===== src/rtl/datapath_pkg.sv =====
`default_nettype none
// ============================================================================
// Module      : datapath_pkg
// Description : Shared widths, status-flag bit positions and ALU opcodes.
// Revision    : 1.0 - initial release
// ============================================================================
package datapath_pkg;

    localparam int DATA_W = 16;
    localparam int RF_AW  = 4;
    localparam int DM_AW  = 8;

    localparam int FLAG_Z = 0;
    localparam int FLAG_N = 1;
    localparam int FLAG_C = 2;

    typedef enum logic [2:0] {
        ALU_ADD  = 3'b000,
        ALU_SUB  = 3'b001,
        ALU_PASS = 3'b010,
        ALU_AND  = 3'b011,
        ALU_OR   = 3'b100,
        ALU_XOR  = 3'b101,
        ALU_NOT  = 3'b110,
        ALU_INC  = 3'b111
    } alu_op_e;

endpackage
`default_nettype wire


===== src/rtl/datapath_unit_if.sv =====
`default_nettype none
// ============================================================================
// Module      : datapath_unit_if
// Description : Control word from the control unit and datapath observation.
// Revision    : 1.0 - initial release
// ============================================================================
interface datapath_unit_if #(
    parameter int DATA_W = datapath_pkg::DATA_W,
    parameter int RF_AW  = datapath_pkg::RF_AW,
    parameter int DM_AW  = datapath_pkg::DM_AW
);
    logic [DM_AW-1:0]  D_Addr;
    logic              D_Wr;
    logic              RF_s;
    logic [RF_AW-1:0]  RF_W_Addr;
    logic              RF_W_en;
    logic [RF_AW-1:0]  RF_Ra_Addr;
    logic [RF_AW-1:0]  RF_Rb_Addr;
    logic [2:0]        ALU_s0;
    logic [DATA_W-1:0] Ra_Data;
    logic [DATA_W-1:0] Rb_Data;
    logic [DATA_W-1:0] ALU_Out;
    logic [DATA_W-1:0] Mem_Q;
    logic [2:0]        Flags;

    modport master (
        output D_Addr, D_Wr, RF_s, RF_W_Addr, RF_W_en, RF_Ra_Addr, RF_Rb_Addr, ALU_s0,
        input  Ra_Data, Rb_Data, ALU_Out, Mem_Q, Flags
    );

    modport slave (
        input  D_Addr, D_Wr, RF_s, RF_W_Addr, RF_W_en, RF_Ra_Addr, RF_Rb_Addr, ALU_s0,
        output Ra_Data, Rb_Data, ALU_Out, Mem_Q, Flags
    );
endinterface
`default_nettype wire


===== src/rtl/datapath_unit_register_file.sv =====
`default_nettype none
// ============================================================================
// Module      : register_file
// Description : 2R/1W register file, combinational reads, async active-low clear.
// Revision    : 1.0 - initial release
// ============================================================================
module register_file #(
    parameter int DATA_W = 16,
    parameter int RF_AW  = 4
) (
    input  logic              clk,
    input  logic              rst_n,
    input  logic              i_we,
    input  logic [RF_AW-1:0]  i_waddr,
    input  logic [DATA_W-1:0] i_wdata,
    input  logic [RF_AW-1:0]  i_ra_addr,
    input  logic [RF_AW-1:0]  i_rb_addr,
    output logic [DATA_W-1:0] o_ra_data,
    output logic [DATA_W-1:0] o_rb_data
);
    localparam int c_NREGS = 2 ** RF_AW;

    logic [DATA_W-1:0] r_regs [c_NREGS];

    // Reads see only committed state; there is deliberately no write bypass.
    for (genvar g = 0; g < c_NREGS; g++) begin : g_regs
        always_ff @(posedge clk or negedge rst_n) begin
            if (!rst_n) begin
                r_regs[g] <= '0;
            end else if (i_we && (i_waddr == RF_AW'(g))) begin
                r_regs[g] <= i_wdata;
            end
        end
    end

    assign o_ra_data = r_regs[i_ra_addr];
    assign o_rb_data = r_regs[i_rb_addr];

endmodule
`default_nettype wire


===== src/rtl/datapath_unit.sv =====
`default_nettype none
// ============================================================================
// Module      : datapath_unit
// Description : Register file, ALU with C/N/Z flags and 256x16 sync data RAM.
// Revision    : 1.0 - initial release
// ============================================================================
module datapath_unit #(
    parameter int DATA_W = datapath_pkg::DATA_W,
    parameter int RF_AW  = datapath_pkg::RF_AW,
    parameter int DM_AW  = datapath_pkg::DM_AW
) (
    input  logic           Clk,
    input  logic           Reset,
    datapath_unit_if.slave bus
);
    import datapath_pkg::*;

    logic [DATA_W-1:0] w_ra;
    logic [DATA_W-1:0] w_rb;
    logic [DATA_W-1:0] w_alu_res;
    logic              w_alu_c;
    logic [DATA_W:0]   w_sum;
    logic [DATA_W-1:0] w_wb_data;
    alu_op_e           w_op;

    logic [DATA_W-1:0] r_ram [2 ** DM_AW];
    logic [DATA_W-1:0] r_mem_q;
    logic [2:0]        r_flags;

    assign w_op      = alu_op_e'(bus.ALU_s0);
    assign w_wb_data = bus.RF_s ? r_mem_q : w_alu_res;

    register_file #(
        .DATA_W (DATA_W),
        .RF_AW  (RF_AW)
    ) u_register_file (
        .clk       (Clk),
        .rst_n     (Reset),
        .i_we      (bus.RF_W_en),
        .i_waddr   (bus.RF_W_Addr),
        .i_wdata   (w_wb_data),
        .i_ra_addr (bus.RF_Ra_Addr),
        .i_rb_addr (bus.RF_Rb_Addr),
        .o_ra_data (w_ra),
        .o_rb_data (w_rb)
    );

    // SUB is A + ~B + 1, so the carry out reads as "no borrow".
    always_comb begin
        w_sum     = '0;
        w_alu_res = '0;
        w_alu_c   = 1'b0;
        case (w_op)
            ALU_ADD: begin
                w_sum     = {1'b0, w_ra} + {1'b0, w_rb};
                w_alu_res = w_sum[DATA_W-1:0];
                w_alu_c   = w_sum[DATA_W];
            end
            ALU_SUB: begin
                w_sum     = {1'b0, w_ra} + {1'b0, ~w_rb} + {{DATA_W{1'b0}}, 1'b1};
                w_alu_res = w_sum[DATA_W-1:0];
                w_alu_c   = w_sum[DATA_W];
            end
            ALU_PASS: w_alu_res = w_ra;
            ALU_AND:  w_alu_res = w_ra & w_rb;
            ALU_OR:   w_alu_res = w_ra | w_rb;
            ALU_XOR:  w_alu_res = w_ra ^ w_rb;
            ALU_NOT:  w_alu_res = ~w_ra;
            ALU_INC: begin
                w_sum     = {1'b0, w_ra} + {{DATA_W{1'b0}}, 1'b1};
                w_alu_res = w_sum[DATA_W-1:0];
                w_alu_c   = w_sum[DATA_W];
            end
            default: w_alu_res = '0;
        endcase
    end

    always_ff @(posedge Clk or negedge Reset) begin
        if (!Reset) begin
            r_flags <= 3'b000;
        end else if (bus.RF_W_en && !bus.RF_s) begin
            r_flags[FLAG_Z] <= (w_alu_res == '0);
            r_flags[FLAG_N] <= w_alu_res[DATA_W-1];
            r_flags[FLAG_C] <= w_alu_c;
        end
    end

    // Storage array carries no reset; a write is simply dropped while Reset is low.
    always_ff @(posedge Clk) begin
        if (Reset && bus.D_Wr) begin
            r_ram[bus.D_Addr] <= w_ra;
        end
    end

    always_ff @(posedge Clk or negedge Reset) begin
        if (!Reset) begin
            r_mem_q <= '0;
        end else begin
            r_mem_q <= r_ram[bus.D_Addr];
        end
    end

    assign bus.Ra_Data = w_ra;
    assign bus.Rb_Data = w_rb;
    assign bus.ALU_Out = w_alu_res;
    assign bus.Mem_Q   = r_mem_q;
    assign bus.Flags   = r_flags;

endmodule
`default_nettype wire


===== src/flat_wrapper.sv =====
// flat-port wrapper written by rule: the top's interface ports become plain ports
module datapath_unit_flat import datapath_pkg::*;
#(
    parameter int DATA_W = datapath_pkg::DATA_W,
    parameter int RF_AW  = datapath_pkg::RF_AW,
    parameter int DM_AW  = datapath_pkg::DM_AW
)
  (Clk, Reset, bus_D_Addr, bus_D_Wr, bus_RF_s, bus_RF_W_Addr, bus_RF_W_en, bus_RF_Ra_Addr, bus_RF_Rb_Addr, bus_ALU_s0, bus_Ra_Data, bus_Rb_Data, bus_ALU_Out, bus_Mem_Q, bus_Flags);
  datapath_unit_if #(.DATA_W(DATA_W), .RF_AW(RF_AW), .DM_AW(DM_AW)) bus_i ();
  input  logic Clk;
  input  logic Reset;
  input wire logic [$bits(bus_i.D_Addr)-1:0] bus_D_Addr;
  input wire logic [$bits(bus_i.D_Wr)-1:0] bus_D_Wr;
  input wire logic [$bits(bus_i.RF_s)-1:0] bus_RF_s;
  input wire logic [$bits(bus_i.RF_W_Addr)-1:0] bus_RF_W_Addr;
  input wire logic [$bits(bus_i.RF_W_en)-1:0] bus_RF_W_en;
  input wire logic [$bits(bus_i.RF_Ra_Addr)-1:0] bus_RF_Ra_Addr;
  input wire logic [$bits(bus_i.RF_Rb_Addr)-1:0] bus_RF_Rb_Addr;
  input wire logic [$bits(bus_i.ALU_s0)-1:0] bus_ALU_s0;
  output wire logic [$bits(bus_i.Ra_Data)-1:0] bus_Ra_Data;
  output wire logic [$bits(bus_i.Rb_Data)-1:0] bus_Rb_Data;
  output wire logic [$bits(bus_i.ALU_Out)-1:0] bus_ALU_Out;
  output wire logic [$bits(bus_i.Mem_Q)-1:0] bus_Mem_Q;
  output wire logic [$bits(bus_i.Flags)-1:0] bus_Flags;
  assign bus_i.D_Addr = bus_D_Addr;
  assign bus_i.D_Wr = bus_D_Wr;
  assign bus_i.RF_s = bus_RF_s;
  assign bus_i.RF_W_Addr = bus_RF_W_Addr;
  assign bus_i.RF_W_en = bus_RF_W_en;
  assign bus_i.RF_Ra_Addr = bus_RF_Ra_Addr;
  assign bus_i.RF_Rb_Addr = bus_RF_Rb_Addr;
  assign bus_i.ALU_s0 = bus_ALU_s0;
  assign bus_Ra_Data = bus_i.Ra_Data;
  assign bus_Rb_Data = bus_i.Rb_Data;
  assign bus_ALU_Out = bus_i.ALU_Out;
  assign bus_Mem_Q = bus_i.Mem_Q;
  assign bus_Flags = bus_i.Flags;
  datapath_unit #(.DATA_W(DATA_W), .RF_AW(RF_AW), .DM_AW(DM_AW)) u_core (.Clk(Clk), .Reset(Reset), .bus(bus_i));
endmodule

===== config.mk =====
export PLATFORM = sky130hd
export DESIGN_NAME = datapath_unit_flat
export DESIGN_NICKNAME = d
export VERILOG_FILES = /design/src/rtl/datapath_pkg.sv /design/src/rtl/datapath_unit_if.sv /design/src/rtl/datapath_unit_register_file.sv /design/src/rtl/datapath_unit.sv /design/src/flat_wrapper.sv
export SDC_FILE = /design/constraint.sdc
export NUM_CORES = 2
export LEC_CHECK = 0
export BUFFER_PORTS_ARGS = -buffer_cell sky130_fd_sc_hd__buf_2
export CAP_MARGIN = 25
export CORE_MARGIN = 5
export CORE_UTILIZATION = 40
export DETAILED_ROUTE_END_ITERATION = 8
export PLACE_DENSITY = 0.57
export SKIP_CTS_REPAIR_TIMING = 1
export SKIP_LAST_GASP = 1
export SYNTH_ARGS = -nofsm -noshare
export SYNTH_HDL_FRONTEND = slang
export SYNTH_SLANG_ARGS = --single-unit

===== constraint.sdc =====
create_clock -name Clk -period 20.1 [get_ports Clk]
set_clock_uncertainty 0.05 [all_clocks]
set_input_delay 1.005 -clock Clk [delete_from_list [all_inputs] [get_ports Clk]]
set_output_delay 1.005 -clock Clk [all_outputs]
set_load 0.05 [all_outputs]

* Word level (Yosys, flattened, before mapping)
Memory sizes are Yosys's and may differ from the RTL's. A register that Yosys moved wholly into a read port is not among the register bits.
Cells that the tools add are included.
Widths: inputs -> output; s select.
** Word-level totals
- Memories kept :: 1
- Bits in registers :: 259
- Input port bits :: 28
- Bits in writable memories :: 4096
** Memory list
- u_core.r_ram :: words 256, bits a word 16, read ports 1, clocked after Yosys merged registers in 1, wr ports 1, line datapath_unit.sv:26 : logic [DATA_W-1:0] r_ram [2 ** DM_AW];
** Cells by class
- Bitwise gates (word level) :: 7
- Add/sub/neg operators :: 4
- Reductions and logical operators :: 23
- Eq/ne operators :: 22
- Multiplexer cells :: 11
- Magnitude comparators :: 2
** Operators with widths (count)
- $bmux 16 s4 :: 2
- $pmux 16 s8 :: 1
- $mux 16 :: 5
- $add 16x16->17 :: 2
- $eq 4x4->1 const B :: 8
- $not 16->16 :: 2
- $logic_and 1x1->1 :: 18
- $add 16x1->17 const B :: 1
- $add 17x1->17 const B :: 1
- $and 16x16->16 :: 1
- $eq 4x3->1 const B :: 4
- $logic_not 16->1 :: 1
- $or 16x16->16 :: 1
- $xor 16x16->16 :: 1
- $eq 3x3->1 const B :: 4
- $ge 5x5->1 const B :: 2
- $not 4->5 :: 2
- $eq 4x2->1 const B :: 2
- $eq 3x2->1 const B :: 2
- $eq 4x1->1 const B :: 1
- $logic_not 4->1 :: 1
- $eq 3x1->1 const B :: 1
- $logic_not 3->1 :: 1
- $pmux 1 s3 :: 1
- 2 further kinds :: 4

* Depth between registers and ports, before layout
- Depth after elaboration :: 9
- Gate-level depth with buffers :: 25
- Gate-level depth less buffers :: 18

* Cells and area by module
Synthesis repeated with hierarchy kept, for this count alone.
** Unflattened totals
- Cells, all modules :: 7656
- Area, all modules :: 173745.4 um^2
** By module, submodules not included
- datapath_unit :: area an instance 160441.4 um^2, instances 1, cells an instance 6808
- register_file :: area an instance 13304.0 um^2, instances 1, cells an instance 848

* Worst setup path after synthesis
No wires, ideal clock.
- Kind :: input -> register
- From :: input bus_RF_Ra_Addr[0]
- To :: register u_core.u_register_file.r_regs[111] (netlist name)
- Library setup time :: 0.125 ns
- Data required time :: 19.925 ns
- Stages on the path :: 20
- Path buffers :: 7
- Setup slack :: 2.412 ns
- Data arrival time :: 17.514 ns
- Path through :: buf_6 > buf_12 > buf_12 > buf_6 > buf_8 > mux2i_1 > a221oi_1 > nor2_1 > o21ai_0 > inv_1 > ha_1 > clkbuf_1 > nor2_1 > a21o_1 > a31oi_1 > mux2i_1 > nand4_1 > mux2_2 > buf_2 > mux2_2
** On the way
- Cells in the longest elaborated chain, start to end :: 8
- Elaborated cells between the ends (all ways) :: 14
- Those cells by class :: add/sub: 4; mux: 5; bitwise: 5
** RTL lines
- start, declared :: line flat_wrapper.sv:17 : input wire logic [$bits(bus_i.RF_Ra_Addr)-1:0] bus_RF_Ra_Addr;
- $not 4->5 (implied by the code) (*) :: line datapath_unit_register_file.sv:36 : assign o_ra_data = r_regs[i_ra_addr];
- $bmux 16 s4 (*) :: line datapath_unit_register_file.sv:36
- $mux 16 (implied by the code) (*) (2 in series) :: line datapath_unit_register_file.sv:36
- via bus_Ra_Data[13] :: line flat_wrapper.sv:20 : output wire logic [$bits(bus_i.Ra_Data)-1:0] bus_Ra_Data;
- $add 16x16->17 :: line datapath_unit.sv:60 : w_sum = {1'b0, w_ra} + {1'b0, ~w_rb} + {{DATA_W{1'b0}}, 1'b1};
- $add 17x1->17 :: line datapath_unit.sv:60
- $pmux 16 s8 (*) :: line datapath_unit.sv:53 : case (w_op)
- via bus_ALU_Out[15] :: line flat_wrapper.sv:22 : output wire logic [$bits(bus_i.ALU_Out)-1:0] bus_ALU_Out;
- $mux 16 (*) :: line datapath_unit.sv:31 : assign w_wb_data = bus.RF_s ? r_mem_q : w_alu_res;
- end signal, assigned by index :: line datapath_unit_register_file.sv:31 : r_regs[g] <= i_wdata;
- end, declared :: line datapath_unit_register_file.sv:23 : logic [DATA_W-1:0] r_regs [c_NREGS];
Mark *: on every way through the listed nets, which the timed path passes. The rest lies on a longest branch. The select of a mux whose other input is x is not followed.
A chain may end at the register's enable or synchronous reset.

* Final worst setup path
- From :: input bus_RF_Ra_Addr[0]
- To :: output bus_ALU_Out[14]
** On the way
- Cells in the longest elaborated chain, start to end :: 7
- Elaborated cells between the ends (all ways) :: 13
- Those cells by class :: add/sub: 4; mux: 4; bitwise: 5
** RTL lines (line)
- $not 4->5 (implied by the code) (*) :: datapath_unit_register_file.sv:36
- $bmux 16 s4 (*) :: datapath_unit_register_file.sv:36
- $mux 16 (implied by the code) (*) (2 in series) :: datapath_unit_register_file.sv:36
- $add 16x16->17 :: datapath_unit.sv:60
- $add 17x1->17 :: datapath_unit.sv:60
- $pmux 16 s8 (*) :: datapath_unit.sv:53
- end, declared :: flat_wrapper.sv:22
Mark *: on every way between the ends. The rest lies on a longest branch, timed or not. The select of a mux whose other input is x is not followed.

==> results.sh <==
export IMPL_status="completed"
export IMPL_yosys_area_share_simple=0.0209
export IMPL_synth_top_family_by_area="multiplexers"
export IMPL_drt_iter0_markers=10574
export IMPL_synthAdderAreaFrac=0.00377
export IMPL_avgSynthCellArea_sq_um=22.0
export IMPL_die_area_sq_mm=0.446
export IMPL_tns_ps=0
export IMPL_cts_htree_levels=5
export IMPL_ios=95
export IMPL_drive_gt1_frac=0.339
export IMPL_syn_area_sq_mm=0.173
export IMPL_worstSetupStartpoint="bus_RF_Ra_Addr[0]"
export IMPL_synthToLayoutAreaGrowth_pct=14.2
export IMPL_post_drt_wl_per_cell_um=34.2
export IMPL_yosys_top_cells_area="edfxtp_1 71%, mux4_2 19%, dfrtp_1 4.0%"
export IMPL_port_buffers=94
export IMPL_synth_cells=7881
export IMPL_dr_pass1_iters=7
export IMPL_yosysUniqueCellTypes=88
export IMPL_finalHoldWorstSlack_ps=455
export IMPL_power_density_mw_per_mm2=112
export IMPL_timing_rr_start="u_core.u_register_file.r_regs[33]$_DFFE_PN0P_"
export IMPL_register_area_sq_mm=0.130
export IMPL_drv_cap=0
export IMPL_required_ps=19050
export IMPL_grt_pass1_wl_um=694000
export IMPL_path_max_fanout=136
export IMPL_start_util=0.402
export IMPL_max_stage_delay_ps=820
export IMPL_rows=241
export IMPL_yosysMostFrequentCell="edfxtp_1"
export IMPL_clk_latency_ps=990
export IMPL_hpwl_um=297000
export IMPL_period_needed_ps=8470
export IMPL_synth_common_cells="4096 x edfxtp_1, 1431 x mux4_2, 338 x nand2_1"
export IMPL_worstSetupEndpointType="output pin"
export IMPL_fmax_ghz=0.118
export IMPL_clock_sinks=4371
export IMPL_die_w_um=668
export IMPL_clk_pin_slew_ps=60
export IMPL_p_leak_nw=63.1
export IMPL_ys_seq_elements=4371
export IMPL_synth_seq_area_share=0.750
export IMPL_yosysTopAreaCell="edfxtp_1"
export IMPL_synth_edf_count=4096
export IMPL_worst_pin_slew_ps=1170
export IMPL_maxSlewHeadroom=0.219
export IMPL_crit_chain="buf_4 > buf_4 > mux4_2 > mux2i_1 > nand2_1 > o21ai_1 > inv_8 > buf_4 > ha_1 > a221oi_1 > a2111oi_0 > o41ai_1 > nor2_1 > nor4_1 > o21ai_0 > a22oi_2 > buf_2"
export IMPL_slowest_stage="o41ai_1"
export IMPL_root_buffer="clkbuf_16"
export IMPL_start_kind="input port"
export IMPL_grt_max_degree=155
export IMPL_synth_compound_area_share=0.0182
export IMPL_synth_mux_area_frac=0.194
export IMPL_cp_num_buf_inv=5
export IMPL_drtAntennaViolNets=0
export IMPL_worstSetupPathType="in -> out"
export IMPL_antenna_found_initial=27
export IMPL_gp_congestion=0.868
export IMPL_grt_pass1_vias=87329
export IMPL_synthFlopType="edfxtp_1"
export IMPL_cp_common_cell="buf_4"
export IMPL_synth_xor_area_frac=0.00111
export IMPL_finalNetCount=8450
export IMPL_cts_made_buffers=443
export IMPL_drc=0
export IMPL_report_final_slew_viol_count=0
export IMPL_via_per_inst=5.98
export IMPL_hold_viol_final=0
export IMPL_grt_usage=0.219
export IMPL_min_period_over_period=0.421
export IMPL_worstHoldStart="u_core.u_register_file.r_regs[104]$_DFFE_PN0P_"
export IMPL_nFillCells=35640
export IMPL_critPathTopFamily="buffers and inverters"
export IMPL_finalPower_mw=22.1
export IMPL_yosysWarnings=0
export IMPL_cts_tree="done"
export IMPL_vias=86478
export IMPL_synth_top_area_share=0.710
export IMPL_synth_nets=7960
export IMPL_cts_buffer_depth=4
export IMPL_setup_violations=0
export IMPL_grt_overflow_total=0
export IMPL_crit_arrival_ps=7410
export IMPL_wirelength_um=495000
export IMPL_multiInputGateArea_sq_mm=0.0420
export IMPL_core_area_sq_mm=0.431
export IMPL_synthArstFlopShare=0.0629
export IMPL_worstHoldPathType="reg -> reg"
export IMPL_rsz0062_at_grt="no"
export IMPL_ir_drop_mv=0.0822
export IMPL_die_h_um=668
power breakdown:
group	total, mW	internal, mW	switching [mW]
combinational	2.93	0.810	2.12
sequential	11.1	10.9	0.175
clock	8.07	4.58	3.49
total	22.1	16.3	5.78
through the flow:
step	setup WS, ps	utilization	instance area, sq um	cells
CTS	11580	0.458	198000	14438
global route	11190	0.459	198000	14446
floorplan	2410	-	173000	7881
global placement	11460	0.425	183000	13609
finish	11630	0.459	198000	14459
detailed placement	11580	0.425	183000	13631
area by class of cell:
class	instances	area share
diodes	16	0.000202
clock buffers	557	0.0590
clock inverters	250	0.0128
inverters	57	0.00139
multi-input cells	2963	0.212
flip-flops and latches	4371	0.657
well taps	5710	0.0361
repair buffers	535	0.0213
logic make-up (layout without fill, tap and decap cells):
family,count (synthesis),count (layout)
flip-flops,4371,4371
adder cells (fa/ha/maj),51,51
buffers and inverters,547,1399
AND/OR/NAND/NOR,853,853
multiplexers,1546,1546
XOR/XNOR,22,22
AO/OA/AOI/OAI,491,491
other,0,16
path summary, 6_finish.rpt:
kind | slack (ps) | end | cells after the start
setup reg to reg | 14170 | u_core.u_register_file.r_regs[30]$_DFFE_PN0P_ | 15
hold / removal | 450 | u_core.u_register_file.r_regs[104]$_DFFE_PN0P_ | 2
hold reg to reg | 450 | u_core.u_register_file.r_regs[104]$_DFFE_PN0P_ | 2
max in group asynchronous | 17880 | u_core.u_register_file.r_regs[99]$_DFFE_PN0P_ | 5
setup / recovery | 11630 | bus_ALU_Out[14] | 17
min in group asynchronous | 460 | u_core.bus.Mem_Q[15]$_DFF_PN0_ | 2
placed cells by master (no fill, tap or decap), drive strengths merged, types with 30 or more instances in the layout:
cell    instances
ha             49
inv            65
mux4         1435
mux2           62
a21oi          41
nand3          47
a22oi          30
clkbuf        557
mux2i          49
dfrtp         275
nand2         338
bufinv         36
o21ai         243
edfxtp       4096
nor2b          33
buf           534
nor2          334
clkinv        191
sequential cells by signal, summed over array words and instances, names as in the netlist:
register,count
u_core.bus.Flags,3
u_core.bus.Mem_Q,16
u_core.r_ram,4096
u_core.u_register_file.r_regs,256
tightest hold or removal path, delay by kind of cell, from the launching register on:
family	cells	cell delay (ps)
flops	1	360
simple gates	1	50
compound gates	1	60
routing by layer:
layer,vias to the layer above,share of wire,global-route usage
met5,-,0.000018,0
met4,2,0.034,0.0665
met3,778,0.084,0.0434
met2,3943,0.48,0.350
met1,47548,0.40,0.308
li1,34207,-,-
Note: power is estimated with default switching activity, not from simulation.
